<file path="config.mk">
export PLATFORM = sky130hd
export DESIGN_NAME = return_addr_stack
export DESIGN_NICKNAME = d
export VERILOG_FILES = /design/src/rtl/ras_pkg.sv /design/src/rtl/return_addr_stack.sv
export SDC_FILE = /design/constraint.sdc
export NUM_CORES = 1
export LEC_CHECK = 0
export CAP_MARGIN = 10
export CORE_MARGIN = 2
export CORE_UTILIZATION = 52
export CTS_CLUSTER_DIAMETER = 150
export DETAILED_ROUTE_END_ITERATION = 7
export HOLD_SLACK_MARGIN = 0.08
export MAX_ROUTING_LAYER = met4
export PLACE_DENSITY = 0.75
export SETUP_SLACK_MARGIN = 0.1
export SYNTH_ARGS = -nofsm -noshare
export SYNTH_HDL_FRONTEND = slang
export SYNTH_SLANG_ARGS = --single-unit
</file>
<file path="constraint.sdc">
create_clock -name clk -period 4.5 [get_ports clk]
set_clock_uncertainty 0.05 [all_clocks]
set_input_delay 0.9 -clock clk [delete_from_list [all_inputs] [get_ports clk]]
set_output_delay 0.9 -clock clk [all_outputs]
set_load 0.05 [all_outputs]
</file>
<file path="src/rtl/ras_pkg.sv">
// ras_pkg -- shared return-address-stack checkpoint definitions.
//   The checkpoint is packed as {ptr, count, tos}. The instruction queue
//   stores one of these per in-flight branch and hands it back on a
//   mispredict, so both sides must agree on field order and widths.
//   Default-geometry typedef plus a width helper for other geometries.
package ras_pkg;

  localparam int RAS_DEPTH = 16;
  localparam int RAS_AW    = 17;
  localparam int RAS_PW    = $clog2(RAS_DEPTH);

  // Field order is the contract: ptr in the MSBs, tos in the LSBs.
  typedef struct packed {
    logic [RAS_PW-1:0] ptr;
    logic [RAS_PW:0]   count;
    logic [RAS_AW-1:0] tos;
  } ras_ckpt_t;

  // Checkpoint width for an arbitrary geometry: ptr + count + tos.
  function automatic int ras_ckpt_w(input int depth, input int aw);
    return 2 * $clog2(depth) + 1 + aw;
  endfunction

endpackage

</file>
<file path="src/rtl/return_addr_stack.sv">
// return_addr_stack -- circular return-address stack for call/return prediction.
//   clk, rst          : single clock, synchronous active-high reset
//   push, push_addr   : predicted call, address to push
//   pop               : predicted return, consumes top this cycle
//   flush             : drop all entries (count only; ptr/mem kept)
//   restore,
//   restore_ckpt      : repair {ptr, count, tos} after a mispredict
//   top, top_valid    : current top-of-stack (pre-update state)
//   ckpt              : current {ptr, count, top} snapshot
//   overflow          : 1-cycle pulse, a push overwrote the oldest entry
//   underflow         : 1-cycle pulse, a pop arrived on an empty stack
module return_addr_stack
  import ras_pkg::*;
#(
  parameter  int DEPTH = 16,
  parameter  int AW    = 17,
  localparam int PW    = $clog2(DEPTH),
  localparam int CKW   = ras_ckpt_w(DEPTH, AW)
) (
  input  logic           clk,
  input  logic           rst,
  input  logic           push,
  input  logic           pop,
  input  logic [AW-1:0]  push_addr,
  input  logic           flush,
  input  logic           restore,
  input  logic [CKW-1:0] restore_ckpt,
  output logic [AW-1:0]  top,
  output logic           top_valid,
  output logic [CKW-1:0] ckpt,
  output logic           overflow,
  output logic           underflow
);

  typedef struct packed {
    logic [PW-1:0] ptr;
    logic [PW:0]   count;
    logic [AW-1:0] tos;
  } ckpt_t;

  localparam logic [PW:0] FULL = (PW+1)'(DEPTH);

  logic [AW-1:0] mem [DEPTH];
  logic [PW-1:0] ptr;
  logic [PW:0]   count;
  ckpt_t         rc;

  // Single write port into mem, selected by priority below.
  logic          wr_en;
  logic [PW-1:0] wr_idx;
  logic [AW-1:0] wr_data;

  assign rc        = ckpt_t'(restore_ckpt);
  assign top       = mem[ptr];
  assign top_valid = (count != '0);
  assign ckpt      = {ptr, count, top};

  always_comb begin
    wr_en   = 1'b0;
    wr_idx  = ptr;
    wr_data = push_addr;
    if (rst) begin
      // Only slot 0 is cleared so top reads 0 straight out of reset.
      wr_en   = 1'b1;
      wr_idx  = '0;
      wr_data = '0;
    end else if (restore) begin
      // A wrong-path push may have clobbered the checkpointed TOS slot.
      wr_en   = 1'b1;
      wr_idx  = rc.ptr;
      wr_data = rc.tos;
    end else if (flush) begin
      wr_en   = 1'b0;
    end else if (push && pop) begin
      // Coroutine jalr: replace TOS in place.
      wr_en   = 1'b1;
    end else if (push) begin
      wr_en   = 1'b1;
      wr_idx  = ptr + PW'(1);
    end
  end

  always_ff @(posedge clk) begin
    if (wr_en) mem[wr_idx] <= wr_data;
  end

  always_ff @(posedge clk) begin
    if (rst) begin
      ptr       <= '0;
      count     <= '0;
      overflow  <= 1'b0;
      underflow <= 1'b0;
    end else begin
      overflow  <= 1'b0;
      underflow <= 1'b0;
      if (restore) begin
        ptr   <= rc.ptr;
        count <= rc.count;
      end else if (flush) begin
        count <= '0;
      end else if (push && pop) begin
        if (count == '0) count <= (PW+1)'(1);
      end else if (push) begin
        // Pointer wraps naturally; a full stack loses its oldest entry.
        ptr <= ptr + PW'(1);
        if (count == FULL) overflow <= 1'b1;
        else               count    <= count + (PW+1)'(1);
      end else if (pop) begin
        if (count != '0) begin
          ptr   <= ptr - PW'(1);
          count <= count - (PW+1)'(1);
        end else begin
          underflow <= 1'b1;
        end
      end
    end
  end

endmodule

</file>
==> results of run 1 <==
[worst min-delay path, stage by stage, from the launching register on]
cell and delay (ps):
dfxtp_1 360, nand2_1 80, nor4_1 40
[cell usage after synthesis (2+ instances only)]
| cell type | instances |
|---|---|
| buf_6 | 2 |
| nand3_1 | 2 |
| or3_1 | 2 |
| edfxtp_1 | 272 |
| a32oi_1 | 2 |
| nor4_1 | 13 |
| inv_1 | 6 |
| buf_4 | 18 |
| nor2b_1 | 4 |
| xnor2_1 | 5 |
| nor2_1 | 24 |
| clkbuf_1 | 13 |
| a311oi_1 | 3 |
| nand2b_1 | 4 |
| a211o_1 | 2 |
| buf_1 | 6 |
| nand2_1 | 7 |
| nand4_1 | 2 |
| o22ai_1 | 2 |
| dfxtp_1 | 15 |
| nor3_1 | 8 |
| a311oi_2 | 2 |
| mux2i_1 | 20 |
| ha_1 | 5 |
| buf_2 | 10 |
| o41ai_1 | 2 |
| mux4_2 | 85 |
| mux2_2 | 3 |
| and3_1 | 2 |
| o21ai_0 | 2 |
| a21oi_1 | 6 |
| a211oi_1 | 7 |
[cells in the final DEF (no fill, tap or decap), types with 3 or more instances in the layout]
master,synthesis,final
clkbuf_8,0,8
nor3_2,0,6
mux2i_1,20,20
a21oi_1,6,6
xnor2_1,5,5
buf_4,18,26
mux4_2,85,85
clkdlybuf4s50_1,0,93
nor2b_1,4,4
clkinv_1,0,5
ha_1,5,5
edfxtp_1,272,272
nor2_1,24,24
a311oi_1,3,3
mux2_2,3,3
nand2_1,7,7
clkbuf_16,0,27
nor4_2,1,9
nand2b_1,4,4
dfxtp_1,15,13
a211oi_1,7,5
nor4_1,13,5
clkbuf_1,13,4
buf_12,0,5
inv_1,6,6
[final timing paths]
path	depth (start not counted)	to	start
min	2	overflow$_SDFF_PP0_	count[4]$_SDFFE_PP0P_
max reg2reg	7	mem[5][6]$_DFFE_PP_	ptr[0]$_SDFFE_PP0N_
max	4	top[8]	flop
min reg2reg	2	overflow$_SDFF_PP0_	count[4]$_SDFFE_PP0P_
[layout make-up]
class / instances / area (um^2) / area share (%)
inverters: 6 / 22.5 / 0.160
clock buffers: 39 / 801 / 5.70
repair buffers: 126 / 1260 / 8.96
flip-flops and latches: 287 / 8470 / 60.3
multi-input cells: 233 / 3080 / 21.9
clock inverters: 8 / 62.6 / 0.445
well taps: 285 / 357 / 2.54
[what timing repair did]
action | 4_1_cts | 5_1_grt
hold endpoints to repair | 0 | 0
setup endpoints to repair | 0 | 8
hold buffers | 0 | 0
buffers inserted | 0 | 1
[state kept, by name, summed over array words and instances, names as in the netlist, named ones only]
name and cells:
count 5, mem 272, overflow 1, ptr 4
underflow 1
[per-stage QoR]
stage	hold WS, ps	total power, mW	setup slack (ps)	instances
after CTS	475	6.21	164	983
final	473	6.19	219	984
after floorplan	637	3.76	265	575
after global placement	456	4.03	736	936
after global routing	500	6.37	147	984
after detailed placement	459	4.04	745	936
[kinds of logic (layout without fill, tap and decap cells)]
family,after synthesis,in the layout,share of synthesized area [%]
muxes,108,108,18.3
xor gates and xnor gates,6,6,0.447
DFF,287,287,72.0
adders and majority gates,6,6,0.702
buffers and inverters,55,179,2.56
AOI/OAI and AO/OA,39,39,2.62
and+or+nand+nor,74,74,3.39
[layer usage]
| metal | track usage (%) | share of wire (%) |
|---|---|---|
| met1 | 30.3 | 40 |
| met2 | 37.6 | 52 |
| met3 | 2.52 | 6.9 |
| met4 | 5.16 | 1.5 |
| met5 | - | 0 |
[power groups by stage]
stage / combinational, mW / clock (mW) / sequential [mW]
2_1_floorplan: 0.663 / 0 / 3.10
3_3_place_gp: 0.927 / 0 / 3.10
3_5_place_dp: 0.938 / 0 / 3.11
4_1_cts: 0.942 / 2.22 / 3.05
5_1_grt: 0.994 / 2.32 / 3.05
6_report: 0.946 / 2.19 / 3.05
==> impl_metrics.yaml, run 1 <==
clock_network:
  cts_buffers: 27
  cts_resized: 0
  insertion_delay_ps: 530
  cts_htree_levels: 1
  clk_pin_slew_ps: 60
  clock-root-buffer: "clkbuf_16"
  cts_max_path_buffers: 3
  cts_tree: "done"
  cts_sinks: 287
route:
  drt_pass1_iterations: 5
  wl_per_cell_um: 26.3
  route.detailed.drc: 0
  vias_per_cell: 6.19
  drt_iter0_drc: 560
  ant_nets: 0
  vias: 6091
  drt-total-wl_um: 25900
die:
  die_width_um: 154
  die_y_um: 154
  core.rowCount: 55
  io_pins: 95
  die_area_um2: 23800
  core_um2: 22400
  initial_core_util_pct: 52.4
global_routing:
  first_global_vias: 6292
  grt_max_degree: 27
  overflow: 0
  grt_antenna_before_repair: 0
  grt_first_pass_wirelength_um: 38300
  grtUsageTotal_pct: 22.5
cells_and_area:
  diodes: 0
  drive_gt1_share_pct: 26.3
  area.growth.synth_to_final_pct: 19.5
  nNetsFinal: 736
  fillers: 1512
  post-route-util_pct: 62.6
  final_cell_area_um2: 14100
place:
  routabilityCongestion: 0.827
  port_buffers: 94
  hpwl_um: 14700
  postPlaceCellArea_um2: 13200
critical_path:
  path_common_cell: "mux4_2"
  cp_slowest_cell: "dfxtp_2"
  arrival_ps: 3330
  cp_top_family: "buffers and inverters"
  cp.required_ps: 3550
  start_kind: "flop"
  r2r_slack_ps: 1800
  worstSetupPathType: "reg2out"
  setup.worst_path.end_class: "output pin"
  crit_fanout: 26
  path_cells: "buf_4 -> mux4_2 -> mux4_2 -> clkdlybuf4s50_1"
  crit_buf_inv: 2
  cpPeakStageDelay_ps: 830
run_status:
  status: "complete, no violations"
yosys:
  synthDistinctLibCells: 51
  synth_top_area_share_pct: 69.5
  ys_async_sr_fraction_pct: 0
  synth.avg_cell_area_um2: 20.5
  yosys-top-cells-area: "edfxtp_1 (69%), mux4_2 (16%), dfxtp_1 (2.6%), mux2i_1 (1.7%), buf_4 (1.1%)"
  synth_warnings: 0
  syn_inst: 575
  synth_edf_count: 272
  synth_seq_cells: 287
  syn-num-nets: 630
  ys_seq_area_share_pct: 72.0
  ys.flop_type: "edfxtp_1"
  synth_area_um2: 11800
  yosysTopAreaCell: "edfxtp_1"
timing:
  rsz0062_at_grt: "false"
  worstMarginPinSlew_ps: 1090
  max_freq_ghz: 0.234
  maxSlewViolCount: 0
  period_minus_slack_ps: 4280
  finalCritPeriodShare_pct: 95.1
  final.setup.tns_ps: 0
  finalHoldViolCount: 0
  relSlewSlack_pct: 27.0
  setup_viol: 0
pwr:
  switchingPower_mw: 1.52
  swShare_pct: 24.6
  comb_power_share_pct: 15.3
  power.sequential.fraction_pct: 49.2
  power_frac_clock_pct: 35.5
  pwr_density_cell_nw_per_um2: 440
  p_int_mw: 4.66
  power_leakage_nw: 4.54
  vdd_drop_max_mv: 0.208
hold_path:
  min_path_type: "reg2reg"
run:
  cap_violations: 0
Note: power is estimated with default switching activity, not from simulation.
==> run 2, diff against run 1 <==
--- a/config.mk
+++ b/config.mk
@@ -12,7 +12,7 @@
 export DETAILED_ROUTE_END_ITERATION = 7
 export HOLD_SLACK_MARGIN = 0.08
 export MAX_ROUTING_LAYER = met4
-export PLACE_DENSITY = 0.75
+export PLACE_DENSITY = 0.78
 export SETUP_SLACK_MARGIN = 0.1
 export SYNTH_ARGS = -nofsm -noshare
 export SYNTH_HDL_FRONTEND = slang
==> run 2 against run 1 <==
Sequential share of layout area grew 0.22 points. Sequential cell count unchanged. Register-to-register slack got worse by 60 ps. Largest cell class unchanged.
==> impl_metrics.yaml, run 2 (synthesized netlist as in run 1, its figures left out) <==
pwr:
  pwr_density_cell_nw_per_um2: 441
  vdd_drop_max_mv: 0.273
  power_leakage_nw: 4.51
critical_path:
  path_common_cell: "mux4_2"
  crit_fanout: 37
  worstSetupPathType: "reg2out"
  path_cells: "buf_12 -> mux4_2 -> mux4_2 -> clkdlybuf4s50_1"
  start_kind: "flop"
  cp_slowest_cell: "clkdlybuf4s50_1"
  cpPeakStageDelay_ps: 740
  crit_buf_inv: 2
  arrival_ps: 3240
  r2r_slack_ps: 1740
  cp.required_ps: 3550
  cp_top_family: "multiplexers"
  setup.worst_path.end_class: "output pin"
timing:
  final.setup.tns_ps: 0
  period_minus_slack_ps: 4190
  finalCritPeriodShare_pct: 93.1
  finalHoldViolCount: 0
  maxSlewViolCount: 0
  relSlewSlack_pct: 24.6
  max_freq_ghz: 0.239
  setup_viol: 0
  hold-worst-slack_ps: 502
  worstMarginPinSlew_ps: 1130
  rsz0062_at_grt: "false"
die:
  io_pins: 95
  initial_core_util_pct: 52.4
  core_um2: 22400
  die_y_um: 154
  core.rowCount: 55
  die_width_um: 154
  die_area_um2: 23800
cells_and_area:
  drive_gt1_share_pct: 26.5
  fillers: 1475
  post-route-util_pct: 62.4
  final_common_cell: "edfxtp_1"
  reg_top3: "mem x272, count x5, ptr x4"
  nNetsFinal: 735
  regMostFlops: "mem"
  area.growth.synth_to_final_pct: 19.1
  final_cells: 984
  mostFrequentLayoutCells: "edfxtp_1 (272), clkdlybuf4s50_1 (93), mux4_2 (85)"
  largest_reg_flops: 272
  diodes: 0
global_routing:
  grt_max_degree: 38
  grt_antenna_before_repair: 0
  overflow: 0
  grt_first_pass_wirelength_um: 39000
  grtUsageTotal_pct: 22.7
  first_global_vias: 6550
route:
  vias_per_cell: 6.34
  route.detailed.drc: 0
  wl_per_cell_um: 26.5
  vias: 6241
  drt_iter0_drc: 745
  drt_pass1_iterations: 6
  drt-total-wl_um: 26000
  ant_nets: 0
clock_network:
  cts_htree_levels: 1
  cts_sinks: 287
  cts_tree: "done"
  clk_pin_slew_ps: 60
  cts_max_path_buffers: 3
  insertion_delay_ps: 520
  clock-root-buffer: "clkbuf_16"
  cts_resized: 0
  cts_setup_buffers: 0
  cts_hold_buf: 0
  cts_buffers: 27
place:
  port_buffers: 94
  dp.cells: 936
  routabilityCongestion: 0.953
  hpwl_um: 15200
run_status:
  status: "complete, no violations"
run:
  cap_violations: 0
hold_path:
  min_path_type: "reg2reg"
==> run 2: changes by cell type in the layout (fill, tap and decap cells not counted), sizes merged <==
cell,change
clkbuf,-9
clkinv,+6
clkinvlp,+3
bufinv,+2
buf,-1
inv,-1
==> run 2: cell type report <==
cell class	count	area (um^2)	area share [%]
Sequential cell	287	8470	60.5
Timing Repair Buffer	125	1220	8.70
Multi-Input combinational cell	233	3080	22.0
Tap cell	285	357	2.55
Clock buffer	30	687	4.90
Inverter	6	22.5	0.161
Clock inverter	18	166	1.19
==> run 2: worst paths after layout <==
check	startpoint	end	cells after the start
max reg2reg	ptr[0]$_SDFFE_PP0N_	mem[7][5]$_DFFE_PP_	7
min	count[4]$_SDFFE_PP0P_	overflow$_SDFF_PP0_	2
min reg2reg	count[4]$_SDFFE_PP0P_	overflow$_SDFF_PP0_	2
max	flop	top[16]	4
==> run 2: metal layers <==
metal | up-vias | part of all wire, % | GRT usage, %
met5 | - | 0 | -
met4 | 0 | 2.7 | 7.54
met3 | 66 | 7.7 | 2.94
met2 | 368 | 50 | 37.2
met1 | 3211 | 39 | 30.0
li1 | 2596 | - | -
==> run 2: worst reg2reg max path: cells and delay by family, from the launching register on <==
| family | cells | cell delay, ps |
|---|---|---|
| buf+inv | 2 | 360 |
| mux | 1 | 260 |
| simple gates | 3 | 980 |
| flops | 1 | 470 |
| fa+ha+maj | 1 | 330 |
==> run 2: per-stage QoR <==
stage               instance area (um^2)  power [mW]  setup slack, ps
finish                             14000        6.18              310
global route                       14000        6.36              203
CTS                                14000        6.21              253
detailed placement                 13200        4.04              720
global placement                   13200        4.02              849
floorplan                          11800        3.76              265
==> run 2: power breakdown <==
| part | total, mW | internal [mW] | switching [mW] | leakage [nW] |
|---|---|---|---|---|
| combinational | 0.948 | 0.376 | 0.572 | 1.44 |
| clock | 2.19 | 1.27 | 0.924 | 0.414 |
| sequential | 3.04 | 3.00 | 0.0425 | 2.65 |
